$ cat src/rtl/counting_tx_pkg.sv
// Shared symbol and state encodings for the counting-sequence generator and detector.
// State encodings equal the symbol each state drives, so the decode is the identity.
package counting_tx_pkg;

  localparam logic [1:0] SYM_IDLE  = 2'b00;
  localparam logic [1:0] SYM_ONE   = 2'b01;
  localparam logic [1:0] SYM_TWO   = 2'b10;
  localparam logic [1:0] SYM_THREE = 2'b11;

  localparam logic [1:0] ST_IDLE  = 2'b00;
  localparam logic [1:0] ST_ONE   = 2'b01;
  localparam logic [1:0] ST_TWO   = 2'b10;
  localparam logic [1:0] ST_THREE = 2'b11;

  function automatic logic [1:0] state_sym(input logic [1:0] st);
    logic [1:0] sym;
    sym = SYM_IDLE;
    unique case (st)
      ST_IDLE:  sym = SYM_IDLE;
      ST_ONE:   sym = SYM_ONE;
      ST_TWO:   sym = SYM_TWO;
      ST_THREE: sym = SYM_THREE;
      default:  sym = SYM_IDLE;
    endcase
    return sym;
  endfunction

endpackage

$ cat src/rtl/counting_tx_runctr.sv
// Loadable run-length down-counter; last flags count==1.
// Saturates at zero rather than wrapping.
module counting_tx_runctr
  import counting_tx_pkg::*;
#(
  parameter int unsigned CNT_W = 4
) (
  input  logic             clk,
  input  logic             rst_n,
  input  logic             load,
  input  logic             dec,
  input  logic [CNT_W-1:0] load_val,
  output logic [CNT_W-1:0] count,
  output logic             last
);

  logic [CNT_W-1:0] count_q, count_d;

  always_comb begin
    count_d = count_q;
    if (load) begin
      count_d = load_val;
    end else if (dec && (count_q != '0)) begin
      count_d = count_q - CNT_W'(1);
    end
  end

  always_ff @(posedge clk or negedge rst_n) begin
    if (!rst_n) begin
      count_q <= '0;
    end else begin
      count_q <= count_d;
    end
  end

  assign count = count_q;
  assign last  = (count_q == CNT_W'(1));

endmodule

$ cat src/rtl/counting_tx.sv
// Burst generator: 01, then r2 x 10, then r3 x 11, then back to 00 with a done pulse.
// Optional ans_exp/mismatch monitor is built when COUNTING_TX_MONITOR_EN is defined.
module counting_tx
  import counting_tx_pkg::*;
#(
  parameter int unsigned CNT_W = 4
) (
  input  logic             clk,
  input  logic             rst_n,
  input  logic             start,
  input  logic [CNT_W-1:0] n_two,
  input  logic [CNT_W-1:0] n_three,
  output logic [1:0]       num,
  output logic             busy,
  output logic             done
`ifdef COUNTING_TX_MONITOR_EN
  ,
  input  logic             ans_obs,
  output logic             ans_exp,
  output logic             mismatch
`endif
);

  logic [1:0]       state_q, state_d;
  logic [CNT_W-1:0] r2_q, r2_d, r3_q, r3_d;
  logic             done_q, done_d;
  logic             ctr_load, ctr_dec, ctr_last;
  logic [CNT_W-1:0] ctr_val, ctr_count;

  counting_tx_runctr #(
    .CNT_W (CNT_W)
  ) u_runctr (
    .clk      (clk),
    .rst_n    (rst_n),
    .load     (ctr_load),
    .dec      (ctr_dec),
    .load_val (ctr_val),
    .count    (ctr_count),
    .last     (ctr_last)
  );

  always_comb begin
    state_d  = state_q;
    r2_d     = r2_q;
    r3_d     = r3_q;
    done_d   = 1'b0;
    ctr_load = 1'b0;
    ctr_dec  = 1'b0;
    ctr_val  = r2_q;
    unique case (state_q)
      ST_IDLE: begin
        if (start) begin
          state_d = ST_ONE;
          // Zero runs clamp to 1 so the detector never sees 01 directly followed by 11.
          r2_d    = (n_two   == '0) ? CNT_W'(1) : n_two;
          r3_d    = (n_three == '0) ? CNT_W'(1) : n_three;
        end
      end
      ST_ONE: begin
        state_d  = ST_TWO;
        ctr_load = 1'b1;
        ctr_val  = r2_q;
      end
      ST_TWO: begin
        if (ctr_last) begin
          state_d  = ST_THREE;
          ctr_load = 1'b1;
          ctr_val  = r3_q;
        end else begin
          ctr_dec = 1'b1;
        end
      end
      ST_THREE: begin
        ctr_dec = 1'b1;
        if (ctr_last) begin
          state_d = ST_IDLE;
          done_d  = 1'b1;
        end
      end
      default: state_d = ST_IDLE;
    endcase
  end

  always_ff @(posedge clk or negedge rst_n) begin
    if (!rst_n) begin
      state_q <= ST_IDLE;
      r2_q    <= '0;
      r3_q    <= '0;
      done_q  <= 1'b0;
    end else begin
      state_q <= state_d;
      r2_q    <= r2_d;
      r3_q    <= r3_d;
      done_q  <= done_d;
    end
  end

  assign num  = state_sym(state_q);
  assign busy = (state_q != ST_IDLE);
  assign done = done_q;

`ifdef COUNTING_TX_MONITOR_EN
  logic ans_exp_q, mismatch_q;

  always_ff @(posedge clk or negedge rst_n) begin
    if (!rst_n) begin
      ans_exp_q  <= 1'b0;
      mismatch_q <= 1'b0;
    end else begin
      ans_exp_q <= (num == SYM_THREE);
      if (ans_obs != ans_exp_q) begin
        mismatch_q <= 1'b1;
      end
    end
  end

  assign ans_exp  = ans_exp_q;
  assign mismatch = mismatch_q;
`endif

endmodule

$ cat config.mk
export PLATFORM = sky130hd
export DESIGN_NAME = counting_tx
export DESIGN_NICKNAME = d
export VERILOG_FILES = /design/src/rtl/counting_tx_pkg.sv /design/src/rtl/counting_tx_runctr.sv /design/src/rtl/counting_tx.sv
export SDC_FILE = /design/constraint.sdc
export NUM_CORES = 1
export LEC_CHECK = 0
export ABC_AREA = 1
export ABC_CLOCK_PERIOD_IN_PS = 1700
export CAP_MARGIN = 0
export CELL_PAD_IN_SITES_DETAIL_PLACEMENT = 0
export CELL_PAD_IN_SITES_GLOBAL_PLACEMENT = 1
export CORE_AREA = 3 3 65 49
export CTS_CLUSTER_DIAMETER = 30
export DETAILED_ROUTE_END_ITERATION = 7
export DIE_AREA = 0 0 68 52
export GPL_TIMING_DRIVEN = 0
export PLACE_DENSITY_LB_ADDON = 0.1
export SYNTH_ARGS = -nofsm -noshare
export SYNTH_HDL_FRONTEND = slang
export SYNTH_SLANG_ARGS = --single-unit
export TNS_END_PERCENT = 20
$ cat constraint.sdc
create_clock -name clk -period 1.7 [get_ports clk]
set_input_delay 0.255 -clock clk [delete_from_list [all_inputs] [get_ports clk]]
set_output_delay 0.255 -clock clk [all_outputs]
set_load 0.01 [all_outputs]
; After elaboration in Yosys (flattened, before gate mapping)
; Index checks and enable logic that the tools add are counted.
[totals]
register_bits = 15
in_bits = 11
wordCells = 38
[classes]
n_addsub = 1
n_eq_ne = 7
n_mux = 16
reduce_logical = 9
[op_table]
columns = operator, n
row1 = $mux W4, 6
row2 = $pmux W2 S4, 2
row3 = $logic_not A4 Y1, 2
row4 = $mux W2, 3
row5 = $ne A2 B2 Y1 const B, 3
row6 = $eq A2 B2 Y1 const B, 2
row7 = $eq A4 B1 Y1 const B, 1
row8 = $pmux W1 S2, 2
row9 = $reduce_bool A2 Y1, 2
row10 = $reduce_bool A4 Y1, 1
row11 = $sub A4 B1 Y4 const B, 1
row12 = $mux W1, 3
row13 = $reduce_and A3 Y1, 1
row14 = $eq A2 B1 Y1 const B, 1
row15 = $logic_not A2 Y1, 1
row16 = $reduce_and A2 Y1, 1
row17 = $logic_and A1 B1 Y1, 1

; Depth between registers and ports, before layout
[logic_depth]
depth_word = 6
ltp_mapped = 10
mapped_depth_nobuf = 10

; Modules after synthesis
; From an unflattened synthesis, not the netlist that was laid out.
[unflattened]
hier_cells = 123
area_unflattened_um2 = 957.2
[modules_own_cells]
columns = module, n_inst, cells_per_inst, area_each_um2
row1 = counting_tx, 1, 86, 675.6
row2 = counting_tx_runctr, 1, 37, 281.5

; Worst setup path before layout
; Ideal clock, no wire load.
[synth_timing]
kind = register to register
from = reg state_q[0]
to = reg u_runctr.count_q[2], in the netlist u_runctr.count[2]
setup_time_ps = 117
arrival_time_ps = 1251
required_ps = 1583
setup_slack_ps = 332
stages_incl_launch_ff = 10
n_path_buf = 0
cell_sequence = dfrtp_1 inv_1 ha_1 nand3_4 nand2_4 nand2_4 nand2_4 inv_2 nand2_1 nand2_1
[synth_between]
elab_chain_cells = 4
word_cells_on_any_way = 9
classes_between = eq/ne: 3 / mux: 4 / reduce/logical: 2
[synth_lines]
columns = element, line
row1 = start: declaration, counting_tx.sv:24  ; logic [1:0] state_q, state_d;
row2 = start signal: assignment, counting_tx.sv:91  ; state_q <= state_d;
row3 = $eq A2 B2 Y1, counting_tx.sv:50  ; unique case (state_q)
row4 = $pmux W1 S2, counting_tx.sv:50
row5 = $logic_and A1 B1 Y1, counting_tx_runctr.sv:23  ; end else if (dec && (count_q != '0)) begin
row6 = $reduce_bool A2 Y1 (no line), --
row7 = end signal: assignment, counting_tx_runctr.sv:32  ; count_q <= count_d;
row8 = end: declaration, counting_tx_runctr.sv:17  ; logic [CNT_W-1:0] count_q, count_d;
; Several ways; a longest one is shown, not always the timed one.
; A chain may end at the register's enable or synchronous reset.

; Final worst setup path
[layout_timing]
from = reg state_q[1]
to = out num[0]
[layout_between]
elab_chain_cells = 2
word_cells_on_any_way = 5
classes_between = eq/ne: 3 / mux: 1 / reduce/logical: 1
[layout_lines]
columns = element, line
row1 = "$eq A2 B2 Y1, or another cell as far along", counting_tx_pkg.sv:18  ; unique case (st)
row2 = $pmux W2 S4 *, counting_tx_pkg.sv:18
row3 = end: declaration, counting_tx.sv:13  ; output logic [1:0] num,
; Every way passes the cells marked *; elsewhere a longest branch is shown, timed or not.

==> flow_summary.ini <==
[run_status]
outcome = finished, final reports clean

[die]
dieArea_sq_um = 3540
die_h_microns = 52
core_area_sq_um = 2680
die_w_microns = 68
num_rows = 16
start_util_pct = 35.9
pin_count = 15

[sta]
timing.fmax_ghz = 0.607
finalCritPeriodShare_pct = 96.9
setup_viol = 0
skew_ps = 1.78
finalSetupTns_ps = 0
tightest_slew_ps = 720
max_slew_margin_pct = 51.8
rsz0062_at_grt = false
min_period_ps = 1650
finalHoldViolations = 0
finalMaxSlewViolations = 0
hold_ws_ps = 430

[detailed_routing]
drc = 0
dr.first_iter.drc_count = 13
vias_per_cell = 4.27
first_pass_iters = 4
via_count = 765
wirelength_microns = 1830
drtAntennaViolNets = 0
wl_per_cell_microns = 10.2

[global_route]
antenna_found_initial = 0
overflow = 0
grt_pass1_wl_microns = 3150
grt_pass1_vias = 724
grt_max_degree = 16
grtUsageTotal_pct = 12.2

[synthesis]
synth_nets = 144
netlist.area_leader.share_pct = 39.0
synth.ff_latch_count = 15
avgSynthCellArea_sq_um = 7.71
yosysUniqueCellTypes = 21
seq_area_frac_synth_pct = 39.0
synthCells = 125
synth_area_leader_cell = dfrtp_1
synth_area_leaders = dfrtp_1 (39%), nand2_1 (15%), ha_1 (10%)
syn_area_sq_um = 963
yosysWarnings = 0

[worst_hold_path]
worstHoldPathType = in2async

[placement]
port_buffers = 14
dpl-instance-area_sq_um = 1150
place_congestion = 0.751
dpl.hpwl_microns = 1440

[final_layout]
finalInstanceArea_sq_um = 1210
final_nets = 163
syn_to_final_growth_pct = 25.3
final_layout_size_suffix_gt1_share_pct = 13.3
post-route-util_pct = 45.0
fill_cells = 286
diodes = 0

[power]
powerDensity_nw_per_um2 = 1890
leakagePower_nw = 0.616
ir_drop_v = 0.000580

[worst_setup_path]
cp-end-kind = primary output
cp.arrival_ps = 1390
required_ps = 1440
path_class = reg2out
cp-start-kind = flop
regToRegSetupSlack_ps = 180
cp_max_fo = 4

[clock_network]
holdBufCountCts = 0
tritoncts = yes
htreeDepth = 1
cts_root_buf = clkbuf_8
clk_pin_slew_worst_paths_ps = 70
clock_latency_ps = 250
cts_buffer_depth = 2
cts_sinks = 15
cts_buffers = 3

[flow_run]
cap_violations = 0
[synthesized netlist by cell type (all sizes together)]
cell / number
nand2: 43
a21oi: 2
nor2: 7
nand4: 3
o21ai: 12
nand3: 5
ha: 8
o211ai: 1
dfrtp: 15
nand3b: 1
inv: 24
clkbuf: 1
xnor2: 1
a31oi: 2
[cell usage in the layout, fill, tap and decap left out]
cell / synthesis / layout
clkdlybuf4s50_1: 0 / 11
o21ai_0: 10 / 10
clkbuf_8: 0 / 3
nand3b_1: 1 / 1
nand3_1: 4 / 4
nor2_1: 6 / 5
nor2_2: 0 / 1
o21ai_1: 2 / 2
xnor2_1: 1 / 1
nand4_1: 3 / 3
dfrtp_1: 15 / 14
inv_2: 1 / 4
nand2_1: 39 / 39
dlygate4sd2_1: 0 / 1
nand2_2: 1 / 1
a21oi_1: 1 / 1
nand3_4: 1 / 1
nor2_4: 1 / 1
inv_1: 23 / 20
a31oi_1: 2 / 2
o211ai_1: 1 / 1
clkbuf_1: 1 / 1
ha_1: 8 / 7
dfrtp_2: 0 / 1
clkinvlp_4: 0 / 1
clkdlybuf4s15_1: 0 / 1
ha_4: 0 / 1
a21oi_4: 1 / 1
clkbuf_2: 0 / 1
nand2_4: 3 / 3
[worst max-delay path, cell delays in order, from the launching register on]
cell and delay [ps]:
dfrtp_2 450, inv_2 80, ha_1 150, inv_2 70, a21oi_1 140, clkdlybuf4s15_1 250
[layout make-up]
type / count / area (sq um) / share of cell area (%)
well taps: 36 / 45.0 / 3.73
clock inverters: 1 / 7.51 / 0.622
flip-flops and latches: 15 / 377 / 31.2
multi-input cells: 85 / 509 / 42.2
clock buffers: 3 / 41.3 / 3.42
plain buffers: 1 / 3.75 / 0.311
inverters: 24 / 90.1 / 7.46
repair buffers: 14 / 134 / 11.1
[flip-flops by register name, summed over array words and instances (netlist names)]
| name | flops |
|---|---|
| done | 1 |
| state_q | 2 |
| r2_q | 4 |
| r3_q | 4 |
| u_runctr.count | 4 |
[stage by stage]
stage	total power [mW]	std cells	setup WS, ps
2_1_floorplan	1.64	125	332
3_3_place_gp	1.98	175	-133
3_5_place_dp	1.98	175	-139
4_1_cts	2.30	179	13.7
5_1_grt	2.56	179	2.44
6_report	2.28	179	52.3
[final timing paths]
check                                   from           endpoint  depth (start not counted)
min reg2reg                          r2_q[1]            r2_q[1]                          2
max in group asynchronous              rst_n         state_q[1]                          1
min in group clk                     r2_q[1]            r2_q[1]                          2
max reg2reg                u_runctr.count[1]  u_runctr.count[3]                          9
min                                    rst_n         state_q[0]                          1
max                               state_q[1]             num[0]                          5
[metal layers]
layer	global-route usage, %	up-vias	share of wire [%]
li1	-	423	-
met1	16.6	327	55
met2	18.1	13	41
met3	4.54	2	3.9
met4	2.97	0	0.44
met5	0	-	0
[cells by family (layout without fill, tap and decap cells)]
family,Yosys count,in the layout,synth area share [%]
flip-flops,15,15,39.0
AND/OR/NAND/NOR,59,59,29.5
adder cells (fa/ha/maj),8,8,10.4
buffers and inverters,25,43,9.74
XOR/XNOR,1,1,0.909
AO/OA/AOI/OAI,17,17,10.5
[timing repair]
item | 4_1_cts | 5_1_grt
setup endpoints to repair | 3 | 2
gates resized for setup | 8 | 5
endpoints found under the hold margin | 0 | 0
buffers inserted | 0 | 0
[power by group]
part	internal, mW	switching (mW)
sequential	0.534	0.138
combinational	0.513	0.793
clock	0.165	0.138
Power figures use the tool's default switching activity.
